<file path="config.mk">
export PLATFORM = sky130hd
export DESIGN_NAME = fetch_unit
export DESIGN_NICKNAME = d
export VERILOG_FILES = /design/src/rtl/fetch_pkg.sv /design/src/rtl/fetch_fifo.sv /design/src/rtl/fetch_unit.sv
export SDC_FILE = /design/constraint.sdc
export NUM_CORES = 1
export LEC_CHECK = 0
export CAP_MARGIN = 20
export CORE_AREA = 2 2 211 213
export DETAILED_ROUTE_END_ITERATION = 10
export DIE_AREA = 0 0 213 215
export SYNTH_ARGS = -nofsm -noshare
export SYNTH_HDL_FRONTEND = slang
export SYNTH_SLANG_ARGS = --single-unit
</file>
<file path="constraint.sdc">
create_clock -name clk -period 9.15 [get_ports clk]
set_input_delay 1.83 -clock clk [delete_from_list [all_inputs] [get_ports clk]]
set_output_delay 1.83 -clock clk [all_outputs]
set_load 0.05 [all_outputs]
</file>
<file path="src/rtl/fetch_pkg.sv">
// fetch_pkg: shared constants, types and helpers for the instruction fetch
// front end (fetch_unit, fetch_fifo, fetch_fifo_chk).
//   XLEN           - datapath / address width
//   INSN_BYTES     - bytes per instruction word (sequential PC step)
//   MEM_RD_LATENCY - fixed instruction memory read latency in cycles; sizes
//                    the request tracker
//   fetch_entry_t  - one buffered instruction: {pc, inst}
package fetch_pkg;

    localparam int XLEN           = 32;
    localparam int INSN_BYTES     = 4;
    localparam int MEM_RD_LATENCY = 2;

    typedef struct packed {
        logic [XLEN-1:0] pc;
        logic [XLEN-1:0] inst;
    } fetch_entry_t;

    // Force a byte address onto a word boundary (low two bits cleared).
    function automatic logic [XLEN-1:0] align_pc(input logic [XLEN-1:0] pc);
        return pc & 32'hFFFF_FFFC;
    endfunction

endpackage

</file>
<file path="src/rtl/fetch_fifo.sv">
// fetch_fifo: synchronous instruction buffer of fetch_entry_t entries.
//   clk, rst_n - clock, synchronous active-low reset
//   push/wdata - write an entry (accepted when not full, or when a pop
//                frees a slot in the same cycle)
//   pop/rdata  - rdata is the head entry; pop removes it (ignored when empty)
//   flush      - synchronous clear, takes priority over push and pop
//   count, empty, full - occupancy status
// Also holds fetch_fifo_chk, the overflow checker instantiated by fetch_unit.
module fetch_fifo
    import fetch_pkg::*;
#(
    parameter int FIFO_DEPTH = 4
) (
    input  logic                        clk,
    input  logic                        rst_n,
    input  logic                        push,
    input  logic                        pop,
    input  logic                        flush,
    input  fetch_entry_t                wdata,
    output fetch_entry_t                rdata,
    output logic [$clog2(FIFO_DEPTH):0] count,
    output logic                        empty,
    output logic                        full
);

    localparam int AW = $clog2(FIFO_DEPTH);
    localparam logic [AW:0] DEPTH_C = FIFO_DEPTH[AW:0];

    fetch_entry_t  mem_r [FIFO_DEPTH];
    logic [AW-1:0] wr_ptr_r;
    logic [AW-1:0] rd_ptr_r;
    logic [AW:0]   count_r;
    logic          do_push_s;
    logic          do_pop_s;

    // Qualify push/pop against occupancy; a pop frees a slot for a same-cycle push.
    always_comb begin
        do_pop_s  = pop & (count_r != {(AW+1){1'b0}});
        do_push_s = push & ((count_r != DEPTH_C) | do_pop_s);
    end

    // Entry storage; contents need no reset because count gates visibility.
    always_ff @(posedge clk) begin
        if (do_push_s) begin
            mem_r[wr_ptr_r] <= wdata;
        end
    end

    // Pointer and occupancy update with reset/flush priority.
    always_ff @(posedge clk) begin
        if (!rst_n || flush) begin
            wr_ptr_r <= {AW{1'b0}};
            rd_ptr_r <= {AW{1'b0}};
            count_r  <= {(AW+1){1'b0}};
        end else begin
            if (do_push_s) begin
                wr_ptr_r <= wr_ptr_r + {{(AW-1){1'b0}}, 1'b1};
            end
            if (do_pop_s) begin
                rd_ptr_r <= rd_ptr_r + {{(AW-1){1'b0}}, 1'b1};
            end
            case ({do_push_s, do_pop_s})
                2'b10:   count_r <= count_r + {{AW{1'b0}}, 1'b1};
                2'b01:   count_r <= count_r - {{AW{1'b0}}, 1'b1};
                default: count_r <= count_r;
            endcase
        end
    end

    // Status and head-entry outputs.
    always_comb begin
        rdata = mem_r[rd_ptr_r];
        count = count_r;
        empty = (count_r == {(AW+1){1'b0}});
        full  = (count_r == DEPTH_C);
    end

endmodule

// fetch_fifo_chk: a push into a full buffer with no simultaneous pop would
// lose an instruction; the fetch credit rule must make that impossible.
module fetch_fifo_chk (
    input logic clk,
    input logic rst_n,
    input logic push,
    input logic pop,
    input logic flush,
    input logic full
);

    a_no_overflow: assert property (@(posedge clk) disable iff (!rst_n || flush)
                                    !(push && full && !pop))
        else $error("fetch_fifo overflow");

endmodule

</file>
<file path="src/rtl/fetch_unit.sv">
// fetch_unit: instruction fetch front end feeding decode from a BRAM with a
// fixed MEM_RD_LATENCY-cycle read latency.
//   clk, rst_n          - clock, synchronous active-low reset
//   fetch_en            - permit new memory requests
//   redirect_valid/pc   - flush and restart fetch at redirect_pc (word aligned)
//   mem_read_en/addr    - read request to instruction memory (addr 0 when idle)
//   mem_q               - read data, MEM_RD_LATENCY cycles after the request
//   inst_valid/ready    - handshake to decode
//   inst, inst_pc       - head instruction and its PC (0 when not valid)
// Optional macro FETCH_PERF_EN adds perf_issue_cnt, perf_drop_cnt and
// perf_stall_cnt wrapping event counters.
module fetch_unit
    import fetch_pkg::*;
#(
    parameter logic [31:0] RESET_PC   = 32'h0000_0000,
    parameter int          FIFO_DEPTH = 4
) (
    input  logic        clk,
    input  logic        rst_n,
    input  logic        fetch_en,
    input  logic        redirect_valid,
    input  logic [31:0] redirect_pc,
    output logic        mem_read_en,
    output logic [31:0] mem_addr,
    input  logic [31:0] mem_q,
    output logic        inst_valid,
    input  logic        inst_ready,
    output logic [31:0] inst,
    output logic [31:0] inst_pc
`ifdef FETCH_PERF_EN
    ,
    output logic [31:0] perf_issue_cnt,
    output logic [31:0] perf_drop_cnt,
    output logic [31:0] perf_stall_cnt
`endif
);

    localparam int LAT = MEM_RD_LATENCY;
    localparam int CW  = $clog2(FIFO_DEPTH) + 1;
    localparam logic [CW:0] DEPTH_C = FIFO_DEPTH[CW:0];

    logic [XLEN-1:0]           pc_r;
    logic [LAT-1:0]            trk_valid_r;
    logic [LAT-1:0][XLEN-1:0]  trk_pc_r;
    logic [CW-1:0]             inflight_s;
    logic [CW:0]               occupancy_s;
    logic                      issue_s;
    logic                      push_s;
    logic                      pop_s;
    fetch_entry_t              wdata_s;
    fetch_entry_t              head_s;
    logic [CW-1:0]             fifo_count_s;
    logic                      fifo_empty_s;
    logic                      fifo_full_s;

    // Credit check: requests in flight plus buffered entries must leave room,
    // so every returning word is guaranteed a slot (same-cycle pop not credited).
    always_comb begin
        inflight_s = {CW{1'b0}};
        for (int i = 0; i < LAT; i++) begin
            inflight_s = inflight_s + {{(CW-1){1'b0}}, trk_valid_r[i]};
        end
        occupancy_s = {1'b0, inflight_s} + {1'b0, fifo_count_s};
        issue_s     = fetch_en & ~redirect_valid & (occupancy_s < DEPTH_C);
        mem_read_en = issue_s;
        mem_addr    = issue_s ? pc_r : 32'h0000_0000;
    end

    // Fetch PC: redirect has priority, otherwise advance on each issue.
    always_ff @(posedge clk) begin
        if (!rst_n) begin
            pc_r <= RESET_PC;
        end else if (redirect_valid) begin
            pc_r <= align_pc(redirect_pc);
        end else if (issue_s) begin
            pc_r <= pc_r + 32'(INSN_BYTES);
        end else begin
            pc_r <= pc_r;
        end
    end

    // Latency tracker; the oldest stage marks the cycle mem_q holds its data.
    // A redirect invalidates every stage so stale returns are never buffered.
    always_ff @(posedge clk) begin
        if (!rst_n || redirect_valid) begin
            trk_valid_r <= {LAT{1'b0}};
        end else begin
            trk_valid_r <= {trk_valid_r[LAT-2:0], issue_s};
        end
        trk_pc_r <= {trk_pc_r[LAT-2:0], pc_r};
    end

    // Buffer write/read control; a redirect drops both push and pop.
    always_comb begin
        push_s       = trk_valid_r[LAT-1] & ~redirect_valid;
        pop_s        = ~fifo_empty_s & inst_ready & ~redirect_valid;
        wdata_s.pc   = trk_pc_r[LAT-1];
        wdata_s.inst = mem_q;
    end

    fetch_fifo #(
        .FIFO_DEPTH (FIFO_DEPTH)
    ) u_fifo (
        .clk   (clk),
        .rst_n (rst_n),
        .push  (push_s),
        .pop   (pop_s),
        .flush (redirect_valid),
        .wdata (wdata_s),
        .rdata (head_s),
        .count (fifo_count_s),
        .empty (fifo_empty_s),
        .full  (fifo_full_s)
    );

    fetch_fifo_chk u_fifo_chk (
        .clk   (clk),
        .rst_n (rst_n),
        .push  (push_s),
        .pop   (pop_s),
        .flush (redirect_valid),
        .full  (fifo_full_s)
    );

    // Decode-facing outputs, zeroed while the buffer is empty.
    always_comb begin
        inst_valid = ~fifo_empty_s;
        if (fifo_empty_s) begin
            inst    = 32'h0000_0000;
            inst_pc = 32'h0000_0000;
        end else begin
            inst    = head_s.inst;
            inst_pc = head_s.pc;
        end
    end

`ifdef FETCH_PERF_EN
    // Event counters; drops count the in-flight words a redirect discards.
    always_ff @(posedge clk) begin
        if (!rst_n) begin
            perf_issue_cnt <= 32'h0000_0000;
            perf_drop_cnt  <= 32'h0000_0000;
            perf_stall_cnt <= 32'h0000_0000;
        end else begin
            perf_issue_cnt <= perf_issue_cnt + {31'h0, issue_s};
            perf_drop_cnt  <= perf_drop_cnt + (redirect_valid ? 32'(inflight_s) : 32'h0000_0000);
            perf_stall_cnt <= perf_stall_cnt + {31'h0, inst_valid & ~inst_ready};
        end
    end
`endif

endmodule

</file>
# Word level (Yosys, flattened, before mapping)
# Memory sizes are Yosys's and may differ from the RTL's. A register that Yosys moved wholly into a read port is not among the register bits.
# Cells that the tools add are included.
[totals] ff_bits=105 ram_bits=256 input_bits=69 elab_cells=48 n_memories=1
[mem_list] memory="u_fifo.mem_r" words=4 width=64 rd=1 rd_clocked_by_memory_dff=1 wr=1 line="fetch_fifo.sv:29" source="fetch_entry_t mem_r [FIFO_DEPTH];"
[op_classes] add_sub_neg=7 magnitude_cmp=1 eq_ne=3 muxes=10 n_bitwise=11 n_reduce_logical=7
[ops] cell="2-to-1 mux 32 bit" n=5
[ops] cell="adder 32 x 3 -> 32 bit (second input constant)" n=1
[ops] cell="bitwise AND 1 bit" n=7
[ops] cell="one-hot mux 3 bit (2 select lines)" n=1
[ops] cell="adder 2 x 1 -> 2 bit (second input constant)" n=2
[ops] cell="adder 2 x 3 -> 4 bit" n=1
[ops] cell="< comparator 4 x 3 -> 1 bit (second input constant)" n=1
[ops] cell="2-to-1 mux 2 bit" n=2
[ops] cell="nonzero test 2 bit" n=2
[ops] cell="adder 3 x 1 -> 3 bit (second input constant)" n=1
[ops] cell="zero test 3 bit" n=1
[ops] cell="!= test 3 bit (second input constant)" n=1
[ops] cell="inverter 1 bit" n=3
[ops] cell="nonzero test 3 bit" n=1
[ops] cell="subtractor 3 x 1 -> 3 bit (second input constant)" n=1
[ops] cell="adder 1 x 1 -> 2 bit" n=1
[ops] cell="== test 2 x 1 -> 1 bit (second input constant)" n=1
[ops] cell="== test 2 bit (second input constant)" n=1
[ops] cell="2-to-1 mux 1 bit" n=2
[ops] cell="OR reduction 2 bit" n=1
[ops] cell="zero test 1 bit" n=1
[ops] cell="logical OR 1 bit" n=1
[ops] cell="OR 1 bit" n=1

# Depth between registers and ports, before layout
[logic_depth] depth_word=9 mapped_depth=9

# By module
# Synthesis repeated with hierarchy kept, for this count alone.
[unflattened] cells_unflattened=807 hier_area_um2=13566.8
[modules_own_cells] mod="fetch_fifo" n_inst=1 cells_per_inst=389 area_each_um2=9698.1 seq_area_each_um2=7867.5
[modules_own_cells] mod="fetch_unit" n_inst=1 cells_per_inst=418 area_each_um2=3868.7 seq_area_each_um2=1841.8

# Worst setup path after synthesis
# No wires, ideal clock.
[synth_timing] path_type="input -> output" startpoint="input fetch_en" endpoint="output mem_read_en" arrival_time_ns=3.105 slack_ns=4.215 path_stages=5 path_cell_list="nand2b_1 > a21o_1 > clkbuf_1 > clkbuf_1 > nor2_1"
[synth_between] elab_chain_len=2
[synth_rtl] item="start, declared" line="fetch_unit.sv:20" source="input logic fetch_en,"
[synth_rtl] item="bitwise AND 1 bit (2 in a row)" line="fetch_unit.sv:64" source="issue_s = fetch_en & ~redirect_valid & (occupancy_s < DEPTH_C);"
[synth_rtl] item="end, declared" line="fetch_unit.sv:23" source="output logic mem_read_en,"
# No other way between the ends.

# Worst setup path in the final report
[layout_timing] startpoint="input redirect_valid" endpoint="output mem_addr[6]"
[layout_between] elab_chain_len=4
[layout_rtl] item="start, declared" line="fetch_unit.sv:21" source="input logic redirect_valid,"
[layout_rtl] item="inverter 1 bit" line="fetch_unit.sv:64"
[layout_rtl] item="bitwise AND 1 bit (2 in a row)" line="fetch_unit.sv:64"
[layout_rtl] item="2-to-1 mux 32 bit" line="fetch_unit.sv:66" source="mem_addr = issue_s ? pc_r : 32'h0000_0000;"
[layout_rtl] item="end, declared" line="fetch_unit.sv:24" source="output logic [31:0] mem_addr,"
# No other way between the ends.

==> metrics.json <==
{
  "max-slew-margin-rel": {"value": 0.281},
  "status": {"value": "finished clean"},
  "hold_path.startpoint": {"value": "trk_pc_r[6]"},
  "edff_count_synth": {"value": 248},
  "worst_setup_end_kind": {"value": "primary output"},
  "routabilityCongestion": {"value": 0.762},
  "drt-initial-drc-count": {"value": 392},
  "first_pass_grt_wire_length": {"value": 43400, "unit": "um"},
  "synth.yosys.seq_area_share": {"value": 0.732},
  "async_reset_ff_frac": {"value": 0},
  "setup_viol": {"value": 0},
  "finalWorstPathRequiredPeriod": {"value": 6.25, "unit": "ns"},
  "peak_ir_drop_on_the_vdd_network": {"value": 0.0994, "unit": "mV"},
  "finalWirelength": {"value": 28100, "unit": "um"},
  "dpl_cell_area": {"value": 15200, "unit": "um^2"},
  "yosysUniqueCellTypes": {"value": 36},
  "report.final.hold_viol_count": {"value": 0},
  "grt_usage": {"value": 0.125},
  "pin_count_of_the_biggest_net_entering_global_routing": {"value": 63},
  "finalWorstSetupSlack": {"value": 2.90, "unit": "ns"},
  "cts_num_sinks": {"value": 349},
  "ys.warnings.count": {"value": 0},
  "stdcell_area": {"value": 16500, "unit": "um^2"},
  "clockBufferDepth": {"value": 3},
  "syn_to_final_growth": {"value": 27.5, "unit": "%"},
  "worst-r2r-setup-slack": {"value": 6.01, "unit": "ns"},
  "worstReg2RegStart": {"value": "u_fifo.count[1]"},
  "timing.fmax": {"value": 160, "unit": "MHz"},
  "synth_top_cell_area_share": {"value": 0.575},
  "chipWidth": {"value": 213, "unit": "um"},
  "min_delay_worst_endpoint": {"value": "trk_pc_r[38]"},
  "hold_depth": {"value": 0},
  "first_global_vias": {"value": 7273},
  "io_buffer_count": {"value": 160},
  "coreArea": {"value": 43600, "unit": "um^2"},
  "dpl.cell_count": {"value": 1470},
  "vias": {"value": 6942},
  "yosys-top-cells-count": {"value": "sky130_fd_sc_hd__edfxtp_1, sky130_fd_sc_hd__dfxtp_1, sky130_fd_sc_hd__and2_1"},
  "final_net_count": {"value": 998},
  "hold_buffers": {"value": 0},
  "ioPinCount": {"value": 167},
  "worstPathArrival": {"value": 4.42, "unit": "ns"},
  "area_enclosed_by_the_die_boundary": {"value": 45800, "unit": "um^2"},
  "reg2regPathDepth": {"value": 8},
  "critical_path_peak_fanout": {"value": 49},
  "critical_path_start_type": {"value": "input port"},
  "timing_worst_setup_path_type": {"value": "in2out"},
  "detail-route-antenna-nets": {"value": 0},
  "post_cts_resized": {"value": 0},
  "yosys-top-cells-area": {"value": "sky130_fd_sc_hd__edfxtp_1, sky130_fd_sc_hd__dfxtp_1, sky130_fd_sc_hd__mux4_2"},
  "postSynthCellCount": {"value": 754},
  "cts_tree": {"value": "done"},
  "final_cell_count_no_fill": {"value": 1545},
  "remaining_drc_errors": {"value": 0},
  "wl_per_cell": {"value": 18.2, "unit": "um"},
  "firstDrtPassIters": {"value": 4},
  "detail_route.vias_per_cell": {"value": 4.49},
  "cts.htree.levels": {"value": 2},
  "clk_pin_slew": {"value": 0.05, "unit": "ns"},
  "hp-class": {"value": "reg2reg"},
  "rows": {"value": 77},
  "power_per_cell_area": {"value": 206, "unit": "nW/um^2"},
  "synth.cell_area": {"value": 12900, "unit": "um^2"},
  "num_antenna_cells": {"value": 0},
  "clkLatencyLatePin": {"value": 0.54, "unit": "ns"},
  "final_max_slew_viol_count": {"value": 0},
  "synth_largest_area_cell": {"value": "sky130_fd_sc_hd__edfxtp_1"},
  "floorplan.initialDensity": {"value": 0.297},
  "place_worst_setup_slack": {"value": 2.90, "unit": "ns"},
  "critical_path_required": {"value": 7.32, "unit": "ns"},
  "cap_viol_max_count": {"value": 0},
  "synth_ff_type": {"value": "sky130_fd_sc_hd__edfxtp_1"},
  "layout_worst_path_cycle_share": {"value": 0.683},
  "die_height": {"value": 215, "unit": "um"},
  "final.setup.tns": {"value": 0, "unit": "ns"},
  "clock_tree.root_cell": {"value": "sky130_fd_sc_hd__clkbuf_16"},
  "finClkSkew": {"value": 0.0159, "unit": "ns"},
  "dp_hpwl": {"value": 15700, "unit": "um"},
  "power_leakage": {"value": 0.00538, "unit": "uW"},
  "cts_post_setup_buffers_inserted": {"value": 0},
  "final_layout_size_suffix_gt1_frac": {"value": 0.145},
  "cts_buffers": {"value": 39},
  "unrepaired_setup_endpoints_after_global_routing": {"value": "no"},
  "synth.ff_latch_count": {"value": 349},
  "post-synth-top-count-cell": {"value": "sky130_fd_sc_hd__edfxtp_1"},
  "syn_avg_cell_area": {"value": 17.2, "unit": "um^2"},
  "worstMarginPinSlew": {"value": 1.08, "unit": "ns"},
  "grt_remaining_overflow": {"value": 0},
  "antenna_found_initial": {"value": 0},
  "rr_endpoint": {"value": "u_fifo.count[2]"}
}
-- layer usage --
metal  wire (um)  up-vias  GRT usage  share of wire
met5           0        -          0              0
met4         587        0     0.0462          0.021
met3        1730       43     0.0358          0.062
met2       12700      172      0.193           0.45
met1       13000     3485      0.167           0.46
li1            -     3242          -              -
-- cell families (layout without fill, tap and decap cells) --
group,count (synthesis),after routing,share of synthesized area
AND/OR/NAND/NOR,184,184,0.0838
other,1,4,0.000290
buffers and inverters,52,248,0.0176
adder cells (fa/ha/maj),7,7,0.00735
XOR/XNOR,33,33,0.0223
AO/OA/AOI/OAI,64,64,0.0275
flip-flops,349,349,0.732
multiplexers,64,64,0.109
-- cells in the final DEF, fill, tap and decap left out, types with 5 or more instances in the layout --
cell,instances
sky130_fd_sc_hd__nor3_1,6
sky130_fd_sc_hd__nor4_1,10
sky130_fd_sc_hd__nand3_1,15
sky130_fd_sc_hd__xnor2_1,23
sky130_fd_sc_hd__dfxtp_1,99
sky130_fd_sc_hd__edfxtp_1,248
sky130_fd_sc_hd__ha_1,6
sky130_fd_sc_hd__clkdlybuf4s50_1,160
sky130_fd_sc_hd__a21oi_1,25
sky130_fd_sc_hd__o21ai_0,28
sky130_fd_sc_hd__clkbuf_1,9
sky130_fd_sc_hd__xor2_1,10
sky130_fd_sc_hd__and2_1,66
sky130_fd_sc_hd__nor2_1,10
sky130_fd_sc_hd__inv_1,5
sky130_fd_sc_hd__buf_4,6
sky130_fd_sc_hd__clkinv_1,7
sky130_fd_sc_hd__nand4_1,13
sky130_fd_sc_hd__clkbuf_16,40
sky130_fd_sc_hd__nand2_1,13
sky130_fd_sc_hd__and3_1,37
sky130_fd_sc_hd__mux4_2,62
-- worst max-delay path, cell delays in order --
cell and delay (ns):
sky130_fd_sc_hd__clkdlybuf4s50_1 0.54, sky130_fd_sc_hd__inv_2 0.57, sky130_fd_sc_hd__buf_4 0.44, sky130_fd_sc_hd__and3_1 0.23, sky130_fd_sc_hd__clkdlybuf4s50_1 0.80
-- sequential cells by signal, indices dropped and copies added, names as in the netlist, named ones only --
name / count
u_fifo.rd_ptr_r: 2
trk_pc_r: 60
pc_r: 30
u_fifo.count: 3
trk_valid_r: 2
u_fifo.mem_r: 248
u_fifo.wr_ptr_r: 2
-- metrics by stage --
stage,utilization,power (uW),hold WS (ns)
after floorplan,-,1840,0.310
after global placement,0.347,1900,0.311
after detailed placement,0.347,1900,0.312
after CTS,0.376,3450,0.326
after global routing,0.378,3520,0.336
final,0.378,3400,0.325
-- power by group --
part / total [uW] / switching (uW) / internal [uW]
clock network: 1530 / 613 / 916
registers: 1750 / 31.0 / 1720
logic: 116 / 63.1 / 52.6
total: 3400 / 707 / 2690
-- worst max-delay path by stage --
stage / startpoint / to / slack (ns) / cells past startpoint
after CTS: redirect_valid / mem_addr[6] / 2.89 / 5
after global routing: redirect_valid / mem_addr[15] / 2.72 / 5
after floorplan: fetch_en / mem_read_en / 4.22 / 5
after detailed placement: redirect_valid / mem_addr[6] / 2.90 / 5
after global placement: redirect_valid / mem_addr[6] / 2.87 / 5
final: redirect_valid / mem_addr[6] / 2.90 / 5
-- final cells by class --
cell class                 instances  area [um^2]
timing repair buffer             170         1730
clock buffer                      53         1080
inverter                           6         22.5
clock inverter                    19          190
fill                            4127        27100
tap                              592          741
sequential                       349         9480
multi-input combinational        356         3270
Power figures use the tool's default switching activity.
